==> config.mk <==
export PLATFORM = sky130hd
export DESIGN_NAME = mult_datapath_flat
export DESIGN_NICKNAME = d
export VERILOG_FILES = /design/src/rtl/mult_datapath_if.sv /design/src/rtl/mult_datapath.sv /design/src/flat_wrapper.sv
export SDC_FILE = /design/constraint.sdc
export NUM_CORES = 1
export LEC_CHECK = 0
export ABC_CLOCK_PERIOD_IN_PS = 4900
export CAP_MARGIN = 10
export CORE_UTILIZATION = 30
export CTS_BUF_LIST = sky130_fd_sc_hd__clkbuf_8
export DETAILED_ROUTE_END_ITERATION = 10
export HOLD_SLACK_MARGIN = 0.1
export MAX_ROUTING_LAYER = met4
export SLEW_MARGIN = 20
export SYNTH_ARGS = -nofsm -noshare
export SYNTH_HDL_FRONTEND = slang
export SYNTH_SLANG_ARGS = --single-unit
==> constraint.sdc <==
create_clock -name CLK -period 4.9 [get_ports CLK]
set_input_delay 0.98 -clock CLK [delete_from_list [all_inputs] [get_ports CLK]]
set_output_delay 0.98 -clock CLK [all_outputs]
set_load 0.005 [all_outputs]
==> src/rtl/mult_datapath_if.sv <==
// Controller <-> datapath bundle for the shift-add signed multiplier.
// The master is the controller: it drives strobes and operands and observes M, K and Product.
interface mult_datapath_if #(
  parameter int N = 4
);
  logic           Load;
  logic           Rshift;
  logic           AddRshift;
  logic           Cm;
  logic [N-1:0]   Mplier;
  logic [N-1:0]   Mcand;
  logic           M;
  logic           K;
  logic [2*N-1:0] Product;

  modport master (
    output Load, Rshift, AddRshift, Cm, Mplier, Mcand,
    input  M, K, Product
  );

  modport slave (
    input  Load, Rshift, AddRshift, Cm, Mplier, Mcand,
    output M, K, Product
  );
endinterface

==> src/rtl/mult_datapath.sv <==
// Shift-add signed multiplier datapath; Product is valid one Load edge plus N step edges later.
// No backpressure: one strobe is acted on per edge (Reset > Load > AddRshift > Rshift), idle cycles hold.
module mult_datapath #(
  parameter int N = 4
) (
  input  logic            CLK,
  input  logic            Reset,
  mult_datapath_if.slave  bus
);
  localparam int CW = $clog2(N);

  logic [N-1:0]  r_a;
  logic [N-1:0]  r_q;
  logic [N-1:0]  r_b;
  logic [CW-1:0] r_cnt;

  logic [N:0]    w_addend;
  logic [N:0]    w_sum;
  logic          w_last;
  logic [CW-1:0] w_cnt_nxt;

  // Sign-extending to N+1 bits keeps the negation of the most-negative multiplicand exact.
  always_comb begin
    w_addend  = bus.Cm ? -{r_b[N-1], r_b} : {r_b[N-1], r_b};
    w_sum     = {r_a[N-1], r_a} + w_addend;
    w_last    = (r_cnt == CW'(N - 1));
    w_cnt_nxt = w_last ? '0 : r_cnt + CW'(1);
  end

  always_ff @(posedge CLK) begin
    if (Reset) begin
      r_a   <= '0;
      r_q   <= '0;
      r_b   <= '0;
      r_cnt <= '0;
    end else if (bus.Load) begin
      r_a   <= '0;
      r_q   <= bus.Mplier;
      r_b   <= bus.Mcand;
      r_cnt <= '0;
    end else if (bus.AddRshift) begin
      r_a   <= w_sum[N:1];
      r_q   <= {w_sum[0], r_q[N-1:1]};
      r_cnt <= w_cnt_nxt;
    end else if (bus.Rshift) begin
      r_a   <= {r_a[N-1], r_a[N-1:1]};
      r_q   <= {r_a[0], r_q[N-1:1]};
      r_cnt <= w_cnt_nxt;
    end
  end

  assign bus.M       = r_q[0];
  assign bus.K       = w_last;
  assign bus.Product = {r_a, r_q};
endmodule

==> src/flat_wrapper.sv <==
// flat-port wrapper written by rule: the top's interface ports become plain ports
module mult_datapath_flat 
#(
  parameter int N = 4
)
  (CLK, Reset, bus_Load, bus_Rshift, bus_AddRshift, bus_Cm, bus_Mplier, bus_Mcand, bus_M, bus_K, bus_Product);
  mult_datapath_if #(.N(N)) bus_i ();
  input  logic CLK;
  input  logic Reset;
  input wire logic [$bits(bus_i.Load)-1:0] bus_Load;
  input wire logic [$bits(bus_i.Rshift)-1:0] bus_Rshift;
  input wire logic [$bits(bus_i.AddRshift)-1:0] bus_AddRshift;
  input wire logic [$bits(bus_i.Cm)-1:0] bus_Cm;
  input wire logic [$bits(bus_i.Mplier)-1:0] bus_Mplier;
  input wire logic [$bits(bus_i.Mcand)-1:0] bus_Mcand;
  output wire logic [$bits(bus_i.M)-1:0] bus_M;
  output wire logic [$bits(bus_i.K)-1:0] bus_K;
  output wire logic [$bits(bus_i.Product)-1:0] bus_Product;
  assign bus_i.Load = bus_Load;
  assign bus_i.Rshift = bus_Rshift;
  assign bus_i.AddRshift = bus_AddRshift;
  assign bus_i.Cm = bus_Cm;
  assign bus_i.Mplier = bus_Mplier;
  assign bus_i.Mcand = bus_Mcand;
  assign bus_M = bus_i.M;
  assign bus_K = bus_i.K;
  assign bus_Product = bus_i.Product;
  mult_datapath #(.N(N)) u_core (.CLK(CLK), .Reset(Reset), .bus(bus_i));
endmodule
==> results of run 1 <==
[final cells by class]
| cell class | instances | area [um2] |
|---|---|---|
| well taps | 30 | 37.5 |
| clock buffers | 4 | 55.1 |
| inverters | 3 | 11.3 |
| repair buffers | 23 | 230 |
| multi-input cells | 77 | 512 |
| fillers | 264 | 1440 |
| flip-flops and latches | 14 | 280 |
[worst max-delay path by stage]
stage,endpoint,startpoint
after floorplan,u_core.r_a[3],bus_Cm
final,u_core.r_a[3],bus_Cm
after detailed placement,u_core.r_a[3],bus_Cm
after global routing,u_core.r_a[3],bus_Cm
after global placement,u_core.r_a[3],bus_Cm
after CTS,u_core.r_a[3],bus_Cm
[layer usage]
| metal | vias up | part of all wire, % |
|---|---|---|
| li1 | 381 | - |
| met1 | 316 | 47 |
| met2 | 13 | 47 |
| met3 | 4 | 3.8 |
| met4 | 0 | 1.5 |
| met5 | - | 0 |
[placed cells by master (no fill, tap or decap), types with 2 or more instances in the layout]
cell type,instances
a211oi_1,4
nand3_1,2
nand2_1,9
nand2b_1,4
a21oi_1,11
inv_1,3
nor2_1,12
xnor2_1,5
nor2b_1,3
o21ai_0,6
ha_1,7
clkbuf_8,4
dfxtp_1,14
mux2i_1,6
clkdlybuf4s50_1,23
[power breakdown]
| group | total [mW] | internal [mW] | switching, mW |
|---|---|---|---|
| logic | 0.0591 | 0.0333 | 0.0258 |
| registers | 0.126 | 0.120 | 0.00595 |
| clock network | 0.113 | 0.0712 | 0.0418 |
[sequential cells by signal (all words and copies together) (netlist names)]
name and flops:
u_core.r_a 4, u_core.r_cnt 2, u_core.r_b 4, u_core.r_q 4
[per-stage QoR]
stage | std cells | power [mW] | area (um2) | hold WS [ps]
final | 151 | 0.298 | 1130 | 453
after detailed placement | 147 | 0.188 | 1070 | 450
after global routing | 151 | 0.315 | 1130 | 500
after floorplan | 100 | 0.164 | 841 | 436
after global placement | 147 | 0.186 | 1070 | 445
after CTS | 151 | 0.302 | 1130 | 458
[kinds of logic after synthesis]
kind of cell               count (synthesis)  share of synthesized area, %
AOI/OAI and AO/OA                         26                          18.6
xor gates and xnor gates                   5                          5.21
adders and majority gates                  8                          12.8
buffers and inverters                      9                          5.80
DFF                                       14                          33.3
muxes                                      6                          7.14
and+or+nand+nor                           32                          17.1
[worst min-delay path: stages, from the launching register on]
cell,delay (ps)
dfxtp_1,310
nand2_1,50
a21oi_1,50
==> impl_metrics.env, run 1 <==
export IMPL_hold_depth=2
export IMPL_path_max_fanout=6
export IMPL_nNetsFinal=144
export IMPL_diodes=0
export IMPL_r2r_start="u_core.r_b[0]"
export IMPL_timing_final_crit_share_pct=56.2
export IMPL_fmax_mhz=363
export IMPL_cp_depth=8
export IMPL_grt_pass1_vias=627
export IMPL_dp_slack_ps=1870
export IMPL_slew_headroom_pct=66.0
export IMPL_grt_max_degree=16
export IMPL_period_needed_ps=2760
export IMPL_slowest_delay_ps=540
export IMPL_critPathLaunchType="input pin"
export IMPL_met2_usage_pct=19.9
export IMPL_num_vias=714
export IMPL_worst_pin_slew_ps=508
export IMPL_required_ps=5090
export IMPL_cp_top_family="compound AO/OA/AOI/OAI gates"
export IMPL_crit_chain="clkdlybuf4s50_1 -> o21ai_0 -> fa_1 -> a21o_1 -> a21oi_2 -> xnor2_1 -> a211o_1 -> nand2_1"
export IMPL_synth_ff_latch_count=14
export IMPL_drive_gt1_share_pct=4.96
export IMPL_critPathArrivalTime_ps=2950
export IMPL_fp_dieW_um=54.9
export IMPL_slowest_stage="clkdlybuf4s50_1"
export IMPL_wire_per_inst_um=10.7
export IMPL_ys_types=25
export IMPL_slew_violations=0
export IMPL_dpl_hpwl_um=1300
export IMPL_synth_most_common_cell="dfxtp_1"
export IMPL_synth_ff_type="dfxtp_1"
export IMPL_area_growth_pct=33.9
export IMPL_synth_top_area_cell="dfxtp_1"
export IMPL_routed_wl_um=1620
export IMPL_port_buffers=23
export IMPL_rsz0062_at_grt="false"
export IMPL_route_detailed_drc=0
export IMPL_synth_edff_count=0
export IMPL_holdPathEnd="u_core.r_cnt[1]"
export IMPL_synthCells=100
export IMPL_first_pass_iters=2
export IMPL_yosysWarningCount=0
export IMPL_antenna_found_initial=0
export IMPL_place_congestion=0.717
export IMPL_drtIter0Drc=8
export IMPL_worstHoldStart="u_core.r_cnt[1]"
export IMPL_root_buffer="clkbuf_8"
export IMPL_hold_viol_final=0
export IMPL_ioPinCount=24
export IMPL_cts_max_level=1
export IMPL_cts_max_path_buffers=2
export IMPL_grt_ovfl_total=0
export IMPL_cts_tree="done"
export IMPL_async_reset_ff_share_pct=0
export IMPL_synth_area_top_cells="dfxtp_1 (33%), ha_1 (10%), mux2i_1 (7.1%)"
export IMPL_synth_top_cells_by_count="dfxtp_1 (14), nor2_1 (12), a21oi_1 (11)"
export IMPL_postCtsSetupBuffers=0
export IMPL_use_met3_pct=2.73
export IMPL_fin_ws_ps=2140
export IMPL_synth_area_per_cell_um2=8.41
export IMPL_finalSetupViolations=0
export IMPL_core_area_mm2=0.00257
export IMPL_synth_seq_area_share_pct=33.3
export IMPL_tns_ps=0
export IMPL_status="completed"
export IMPL_worstSetupPathType="input pin to flip-flop"
export IMPL_r2r_slack_ps=2650
export IMPL_grt_busiest_layer="met2"
export IMPL_die_y_um=54.9
export IMPL_end_kind="flip-flop"
export IMPL_syn_cell_area_um2=841
export IMPL_die_area_mm2=0.00302
export IMPL_min_delay_path_class="flip-flop to flip-flop"
export IMPL_clk_latency_ps=250
export IMPL_cts_hold_buffers=0
export IMPL_met1_usage_pct=14.3
export IMPL_ir_drop_mv=0.154
export IMPL_synth_top_area_share_pct=33.3
export IMPL_critPathBufInv=1
export IMPL_rows=18
export IMPL_initial_core_util_pct=32.7
export IMPL_reg2reg_to="u_core.r_a[3]"
export IMPL_grt_pass1_wl_um=2620
export IMPL_p_leak_nw=0.463
export IMPL_clock_skew_ps=4.14
export IMPL_fin_util_pct=43.9
export IMPL_cap_violations=0
export IMPL_antenna_left=0
export IMPL_syn_nets=122
export IMPL_cts_buffers=3
export IMPL_cts_sinks=14
export IMPL_avgViaCountPerCell=4.73
export IMPL_clk_pin_slew_ps=60
export IMPL_power_density_mw_per_mm2=265
export IMPL_r2r_cells=10
export IMPL_track_usage_pct=12.6
export IMPL_cts_resized=0
Power figures use the tool's default switching activity.
==> run 2: changes to the inputs <==
Settings changed: ABC_CLOCK_PERIOD_IN_PS 4900 to 2700.
Clock period 4.9 ns to 2.7 ns, I/O delays scaled along.
==> impl_metrics.env, run 2 (synthesis results as in run 1) <==
export IMPL_initial_core_util_pct=32.7
export IMPL_reg2reg_to="u_core.r_a[3]"
export IMPL_cap_violations=0
export IMPL_diodes=0
export IMPL_critPathArrivalTime_ps=2490
export IMPL_num_fill_cells=271
export IMPL_drive_gt1_share_pct=6.50
export IMPL_worst_pin_slew_ps=401
export IMPL_critPathBufInv=1
export IMPL_cts_buffers=3
export IMPL_highest_signal_layer="met4"
export IMPL_cts_resized=0
export IMPL_slew_headroom_pct=73.2
export IMPL_tns_ps=0
export IMPL_worstSetupPathType="input pin to flip-flop"
export IMPL_r2r_start="u_core.r_b[0]"
export IMPL_place_congestion=0.741
export IMPL_required_ps=2900
export IMPL_min_delay_path_class="flip-flop to flip-flop"
export IMPL_area_growth_pct=35.7
export IMPL_rows=18
export IMPL_grt_ovfl_total=0
export IMPL_wl_met3_um=63
export IMPL_clock_skew_ps=5.66
export IMPL_ioPinCount=24
export IMPL_antenna_found_initial=0
export IMPL_period_needed_ps=2290
export IMPL_die_area_mm2=0.00302
export IMPL_r2r_slack_ps=500
export IMPL_r2r_cells=10
export IMPL_holdPathEnd="u_core.r_cnt[1]"
export IMPL_hold_depth=2
export IMPL_crit_chain="clkdlybuf4s50_1 -> o21ai_0 -> fa_1 -> a21o_1 -> a21oi_2 -> xnor2_1 -> a211o_1 -> nand2_1"
export IMPL_port_buffers=23
export IMPL_routed_wl_um=1680
export IMPL_fp_dieW_um=54.9
export IMPL_slowest_delay_ps=550
export IMPL_most_common_layout_cells="clkdlybuf4s50_1 (23), dfxtp_1 (14), nor2_1 (12), a21oi_1 (11), nand2_1 (9)"
export IMPL_met2_length_um=839
export IMPL_cts_sinks=14
export IMPL_finalSetupViolations=0
export IMPL_p_leak_nw=0.473
export IMPL_root_buffer="clkbuf_8"
export IMPL_slew_violations=0
export IMPL_dpl_hpwl_um=1300
export IMPL_worstHoldStart="u_core.r_cnt[1]"
export IMPL_clk_pin_slew_ps=60
export IMPL_status="completed"
export IMPL_end_kind="flip-flop"
export IMPL_core_area_mm2=0.00257
export IMPL_reg_top3="u_core.r_a (4), u_core.r_b (4), u_core.r_q (4)"
export IMPL_wire_per_inst_um=11.0
export IMPL_antenna_left=0
export IMPL_ir_drop_mv=0.276
export IMPL_power_total_mw=0.548
export IMPL_slowest_stage="clkdlybuf4s50_1"
export IMPL_cts_tree="done"
export IMPL_drtIter0Drc=14
export IMPL_avgViaCountPerCell=4.95
export IMPL_timing_final_crit_share_pct=84.7
export IMPL_fmax_mhz=437
export IMPL_cts_hold_buffers=0
export IMPL_cp_top_family="compound AO/OA/AOI/OAI gates"
export IMPL_route_detailed_drc=0
export IMPL_path_max_fanout=6
export IMPL_mostFrequentLayoutCell="clkdlybuf4s50_1"
export IMPL_grt_pass1_wl_um=2690
export IMPL_cts_max_level=1
export IMPL_first_pass_iters=4
export IMPL_rsz0062_at_grt="false"
export IMPL_wl_met1_um=748
export IMPL_die_y_um=54.9
export IMPL_power_density_mw_per_mm2=480
export IMPL_postCtsSetupBuffers=0
export IMPL_track_usage_pct=13.4
export IMPL_cts_max_path_buffers=2
export IMPL_hold_viol_final=0
export IMPL_clk_latency_ps=250
export IMPL_grt_pass1_vias=630
export IMPL_num_vias=758
export IMPL_critPathLaunchType="input pin"
export IMPL_nNetsFinal=146
export IMPL_grt_max_degree=16
run 2: cell type report:
cell class | count | area, um2 | share of cell area, %
tap | 30 | 37.5 | 3.29
multi-input combinational | 77 | 512 | 44.8
inverter | 3 | 11.3 | 0.987
clock buffer | 4 | 55.1 | 4.82
timing repair buffer | 25 | 245 | 21.5
sequential | 14 | 280 | 24.6
run 2: power by group:
part / switching (mW) / internal (mW) / leakage (nW)
sequential: 0.0108 / 0.218 / 0.115
combinational: 0.0477 / 0.0622 / 0.329
clock: 0.0803 / 0.129 / 0.0288
run 2: tightest hold or removal path, cell delays in order (launching register included):
cell and delay, ps:
dfxtp_1 310, nand2_1 50, a21oi_1 50
run 2: per-layer routing:
layer	up-vias	GRT usage, %
li1	387	-
met1	348	15.8
met2	19	20.9
met3	4	2.46
met4	0	8.75
met5	-	-
run 2: metrics by stage:
stage	setup WS (ps)	instance area [um2]	hold WS, ps	util [%]	std cells
floorplan	633	841	436	-	100
global placement	189	1090	445	42.3	149
detailed placement	131	1090	461	42.3	149
CTS	397	1140	469	44.4	153
global route	259	1140	505	44.4	153
finish	413	1140	462	44.4	153
run 2: worst max-delay path by stage:
stage,startpoint,endpoint,slack (ps),cells past startpoint
global placement,bus_Cm,u_core.r_a[3],190,8
CTS,bus_Cm,u_core.r_a[3],400,8
global route,bus_Cm,u_core.r_a[3],260,9
detailed placement,bus_Cm,u_core.r_a[3],130,8
finish,bus_Cm,u_core.r_a[3],410,8
floorplan,u_core.r_b[0],u_core.r_a[3],630,10
==> RTL change 1 (flow settings as in run 1) <==
`N` is set to 4 in 3 places; all go to 8.
--- a/src/rtl/mult_datapath_if.sv
+++ b/src/rtl/mult_datapath_if.sv
@@ -2,5 +2,5 @@
 // The master is the controller: it drives strobes and operands and observes M, K and Product.
 interface mult_datapath_if #(
-  parameter int N = 4
+  parameter int N = 8
 );
   logic           Load;
--- a/src/rtl/mult_datapath.sv
+++ b/src/rtl/mult_datapath.sv
@@ -2,5 +2,5 @@
 // No backpressure: one strobe is acted on per edge (Reset > Load > AddRshift > Rshift), idle cycles hold.
 module mult_datapath #(
-  parameter int N = 4
+  parameter int N = 8
 ) (
   input  logic            CLK,
--- a/src/flat_wrapper.sv
+++ b/src/flat_wrapper.sv
@@ -2,5 +2,5 @@
 module mult_datapath_flat 
 #(
-  parameter int N = 4
+  parameter int N = 8
 )
   (CLK, Reset, bus_Load, bus_Rshift, bus_AddRshift, bus_Cm, bus_Mplier, bus_Mcand, bus_M, bus_K, bus_Product);
Ports: changed (resized bus_Mcand, bus_Mplier and bus_Product); port bits go from 24 to 40. The function was not compared with the original's and may differ.
==> RTL change 1 against run 1 <==
Design area up 93%; sequential cell count rose by 13; total power increased by 75%; fmax down 11%; worst setup slack worse by 0.35 ns; count of clock-buffer cells in the layout down 1; register-to-register slack lost 0.48 ns; area after synthesis grew 100%; critical path type unchanged; sequential share of layout area about the same; clock power rose by 21%; wire length grew 130%; non-clock buffer count grew 18.
==> RTL change 1: results (changes against run 1) <==
| Metric | Value |
|---|---|
| CTS H-tree depth | 1 (unchanged) |
| Number of global-route vias before repair | 1,418 (was 627) |
| Status | complete, no violations (unchanged) |
| Layout cells sized above 1 | 5.06% (was 4.96%) |
| Least-Margin Pin Slew | 1.07 ns (was 0.508 ns) |
| R2R setup slack | 2.17 ns (was 2.65 ns) |
| DRT Wirelength | 3750 um (was 1620 um) |
| Crit. Startpoint | bus_Cm (unchanged) |
| Initial antenna violation count | 0 (unchanged) |
| Mapped Nets | 241 (was 122) |
| Root buffer cell | clkbuf_8 (unchanged) |
| Worst clock skew | 0.00373 ns (was 0.00414 ns) |
| Final net count | 273 (was 144) |
| Yosys warns | 0 (unchanged) |
| Reg2reg path depth | 11 (was 10) |
| Count of cell types in the netlist | 37 (was 25) |
| RD Place Congestion | 0.813 (was 0.717) |
| Drt pass-1 iters | 4 (was 2) |
| Seq/Total Area, Yosys | 31.5% (was 33.3%) |
| Primary FF master, synth | dfxtp_1 (unchanged) |
| DRT iter0 DRCs | 107 (was 8) |
| Sw power | 0.000157 W (was 0.0000736 W) |
| PortBufs | 39 (was 23) |
| Class of the worst hold path | reg -> reg (unchanged) |
| Most instantiated cells after synthesis | dfxtp_1 (27), nor2_1 (26), a21oi_1 (21) (was dfxtp_1 (14), nor2_1 (12), a21oi_1 (11)) |
| Pleak | 0.874 nW (was 0.463 nW) |
| Largest net degree at the start of global routing | 31 (was 16) |
| Clock Path Buffers | 2 (unchanged) |
| Critical-path maximum fanout | 9 (was 6) |
| CTS Buf Count | 3 (unchanged) |
| Max_cap viols | 0 (unchanged) |
| Clock slew at reported path FFs | 0.11 ns (was 0.06 ns) |
| Top flop regs | u_core.r_a x8, u_core.r_b x8, u_core.r_q x8 (was u_core.r_a x4, u_core.r_b x4, u_core.r_q x4) |
| Skew-Pair Late Insertion Delay | 0.28 ns (was 0.25 ns) |
| Post-DP Area | 0.00212 sq mm (was 0.00107 sq mm) |
| First-pass GRT wire length | 6470 um (was 2620 um) |
| Gr usage total | 13.6% (was 12.6%) |
| Resized Gates After CTS | 0 (unchanged) |
| Asr flop ratio synth | 0% (unchanged) |
| Reg2reg start | u_core.r_b[1]$_SDFFE_PP0P_ (was u_core.r_b[0]$_SDFFE_PP0P_) |
| CP Data Arrival Time | 3.32 ns (was 2.95 ns) |
| Reg-to-reg endpoint | u_core.r_a[7]$_SDFFE_PP0P_ (was u_core.r_a[3]$_SDFFE_PP0P_) |
| Crit Path Class | in -> reg (unchanged) |
| Postcts setup bufs | 0 (unchanged) |
| N_diodes | 0 (unchanged) |
| Post-DP HPWL | 2720 um (was 1300 um) |
| Vias/cell | 4.84 (was 4.73) |
| Synth top area cells | dfxtp_1 (31%), ha_1 (8.7%), mux2i_1 (8.2%), a21oi_1 (6.1%), nor2_1 (5.7%) (was dfxtp_1 (33%), ha_1 (10%), mux2i_1 (7.1%), a21oi_1 (6.5%), nor2_1 (5.4%)) |
| Peak VDD IR | 0.0000908 V (was 0.000154 V) |
## RTL change 1: kinds of logic after synthesis
| family | share of synthesized area, % |
|---|---|
| AO/OA/AOI/OAI | 20.7 |
| XOR/XNOR | 5.10 |
| adder cells (fa/ha/maj) | 9.91 |
| buffers and inverters | 6.27 |
| flip-flops | 31.5 |
| multiplexers | 9.47 |
| AND/OR/NAND/NOR | 17.1 |
## RTL change 1: power by group through the flow
| stage | Combinational [W] | Clock (W) | Sequential [W] |
|---|---|---|---|
| after CTS | 0.000140 | 0.000143 | 0.000244 |
| final | 0.000140 | 0.000137 | 0.000244 |
| after global routing | 0.000156 | 0.000152 | 0.000246 |
| after floorplan | 0.0000942 | 0 | 0.000247 |
| after detailed placement | 0.000139 | 0 | 0.000249 |
| after global placement | 0.000138 | 0 | 0.000249 |
## RTL change 1: final cells by class
class                      count  area (sq um)
fill                         577          3330
tap                           72          90.1
multi-input combinational    160          1070
clock inverter                 1          7.51
inverter                       5          18.8
clock buffer                   3          41.3
timing repair buffer          41           405
sequential                    27           541
## RTL change 1: worst min path at each step
stage / slack (ns) / start / cells after the start / end
after floorplan: 0.44 / u_core.r_cnt[1]$_SDFFE_PP0P_ / 2 / u_core.r_cnt[1]$_SDFFE_PP0P_
after global placement: 0.44 / u_core.r_cnt[1]$_SDFFE_PP0P_ / 2 / u_core.r_cnt[1]$_SDFFE_PP0P_
after global routing: 0.50 / u_core.r_cnt[1]$_SDFFE_PP0P_ / 2 / u_core.r_cnt[1]$_SDFFE_PP0P_
final: 0.47 / u_core.r_cnt[1]$_SDFFE_PP0P_ / 2 / u_core.r_cnt[1]$_SDFFE_PP0P_
after detailed placement: 0.46 / u_core.r_cnt[1]$_SDFFE_PP0P_ / 2 / u_core.r_cnt[1]$_SDFFE_PP0P_
after CTS: 0.47 / u_core.r_cnt[1]$_SDFFE_PP0P_ / 2 / u_core.r_cnt[1]$_SDFFE_PP0P_
## RTL change 1: critical path, cell delays in order
cell	delay, ns
clkdlybuf4s50_1	0.63
o21ai_0	0.18
xnor2_1	0.16
ha_1	0.36
a21oi_1	0.29
nand2_1	0.15
o21ai_4	0.14
mux2i_1	0.23
mux2i_1	0.19
## RTL change 1: routing by layer
layer / track usage, % / routed length (um)
met3: 2.00 / 139
met4: 4.53 / 29
met1: 17.7 / 1890
met2: 21.4 / 1690
met5: - / 0
## RTL change 1: metrics by stage
step,setup slack [ns],power [W],std cells
detailed placement,1.52,0.000388,305
global route,1.71,0.000555,309
CTS,1.80,0.000528,309
global placement,1.56,0.000387,305
finish,1.79,0.000521,309
floorplan,2.23,0.000341,206
==> RTL change 2 (settings of run 1) <==
Without the edit above. Make the reset (`Reset`) asynchronous in one clocked block.
--- a/src/rtl/mult_datapath.sv
+++ b/src/rtl/mult_datapath.sv
@@ -28,5 +28,5 @@
   end
 
-  always_ff @(posedge CLK) begin
+  always_ff @(posedge CLK or posedge Reset) begin
     if (Reset) begin
       r_a   <= '0;
Check against the original RTL: differs if Reset is asserted again (counterexample within 4 cycles, from zero or initial values and one cycle with Reset high); with Reset held inactive, the same outputs for 10 cycles.
==> RTL change 2 against run 1 <==
Global-route usage increased by 0.74 points; wire length increased by 17%; worst setup slack got worse by 0.11 ns; clock skew increased by 0.0016 ns; design area increased by 13%; sequential cell count unchanged; area after synthesis increased by 15%; die area increased by 14%; largest cell class unchanged.
Power is not compared: it rests on default switching activity, and its combinational part moved more than twofold at a synthesized area within 25%.
==> RTL change 2: results (changes against run 1) <==
| Metric | Value |
|---|---|
| Post-DP HPWL | 1440 um (was 1300 um) |
| Asr flop ratio synth | 100% (was 0%) |
| Number of global-route vias before repair | 720 (was 627) |
| Final net count | 146 (was 144) |
| Seq/Total Area, Yosys | 36.4% (was 33.3%) |
| Vias/cell | 4.68 (was 4.73) |
| Status | complete, no violations (unchanged) |
| CP Data Arrival Time | 2.99 ns (was 2.95 ns) |
| Fillers | 304 (was 264) |
| Synth top area cells | dfrtp_1 (36%), ha_1 (7.8%), mux2i_1 (6.2%), a211oi_1 (4.7%), o21ai_0 (4.2%) (was dfxtp_1 (33%), ha_1 (10%), mux2i_1 (7.1%), a21oi_1 (6.5%), nor2_1 (5.4%)) |
| Post-synth EDFFs | 0 (unchanged) |
| Skew-Pair Late Insertion Delay | 0.25 ns (about the same) |
| Least-Margin Pin Slew | 0.752 ns (was 0.508 ns) |
| Count of cell types in the netlist | 31 (was 25) |
| DRT Wirelength | 1900 um (was 1620 um) |
| Gr usage total | 13.3% (was 12.6%) |
| Layout cells sized above 1 | 8.87% (was 4.96%) |
| Worst clock skew | 0.00571 ns (was 0.00414 ns) |
| First-pass GRT wire length | 3240 um (was 2620 um) |
| Critical-path maximum fanout | 8 (was 6) |
| Most instantiated cells after synthesis | dfrtp_1 (14), nand2_1 (9), o21ai_0 (8) (was dfxtp_1 (14), nor2_1 (12), a21oi_1 (11)) |
| DRT iter0 DRCs | 20 (was 8) |
| Mapped Nets | 123 (was 122) |
| Initial antenna violation count | 0 (unchanged) |
| Largest net degree at the start of global routing | 23 (was 16) |
| RD Place Congestion | 0.796 (was 0.717) |
## RTL change 2: cell families after synthesis
kind of cell,Yosys count,synth area share [%]
and+or+nand+nor,35,19.2
AOI/OAI and AO/OA,24,18.1
DFF,14,36.4
buffers and inverters,11,5.20
muxes,8,8.57
adders and majority gates,7,9.87
xor gates and xnor gates,3,2.73
## RTL change 2: power by group
group	leakage (nW)	switching, W	internal [W]	total (W)
sequential	0.175	0.0000183	0.000131	0.000149
combinational	0.314	0.0000639	0.0000746	0.000139
clock	0.0288	0.0000415	0.0000712	0.000113
total	0.518	0.000124	0.000277	0.000401
## RTL change 2: worst max-delay path, cell delays in order
cell	delay [ns]
clkdlybuf4s50_1	0.52
o21ai_0	0.27
inv_1	0.09
fa_1	0.43
nand2b_1	0.20
a21oi_4	0.19
mux2i_1	0.21
nand4_1	0.10
## RTL change 2: per-stage QoR
| stage | setup slack, ns | total power (W) | std cells | hold slack [ns] | instance area [sq um] |
|---|---|---|---|---|---|
| global route | 1.83 | 0.000430 | 168 | 0.557 | 1280 |
| finish | 2.04 | 0.000401 | 168 | 0.540 | 1280 |
| global placement | 1.83 | 0.000287 | 164 | 0.515 | 1220 |
| floorplan | 2.48 | 0.000239 | 102 | 0.502 | 963 |
| CTS | 2.03 | 0.000407 | 168 | 0.539 | 1280 |
| detailed placement | 1.77 | 0.000292 | 164 | 0.528 | 1220 |
## RTL change 2: layer usage
metal	up-vias	part of all wire, %	GRT usage [%]	routed length (um)
li1	398	-	-	-
met1	374	49	15.8	923
met2	10	46	20.4	865
met3	4	2.5	2.64	47
met4	0	3.3	9.18	62
met5	-	0	-	0
## RTL change 2: layout make-up
| type | count | area (sq um) | area share, % |
|---|---|---|---|
| clock buffer | 4 | 55.1 | 4.31 |
| inverter | 6 | 22.5 | 1.76 |
| multi-input combinational | 77 | 563 | 44.1 |
| sequential | 14 | 350 | 27.5 |
| tap | 44 | 55.1 | 4.31 |
| timing repair buffer | 23 | 230 | 18.0 |
## RTL change 2: worst paths after layout
path / startpoint / end / slack (ns) / depth (start not counted)
worst max-delay path: bus_Cm / u_core.r_a[3]$_DFFE_PP0P_ / 2.04 / 8
worst min-delay path: u_core.r_cnt[1]$_DFFE_PP0P_ / u_core.r_cnt[1]$_DFFE_PP0P_ / 0.54 / 2
worst max register to register: u_core.r_b[0]$_DFFE_PP0P_ / u_core.r_a[3]$_DFFE_PP0P_ / 2.70 / 10
worst min register to register: u_core.r_cnt[1]$_DFFE_PP0P_ / u_core.r_cnt[1]$_DFFE_PP0P_ / 0.54 / 2
max in group asynchronous: Reset / u_core.r_cnt[1]$_DFFE_PP0P_ / 3.44 / 2
min in group asynchronous: Reset / u_core.r_b[0]$_DFFE_PP0P_ / 1.08 / 2
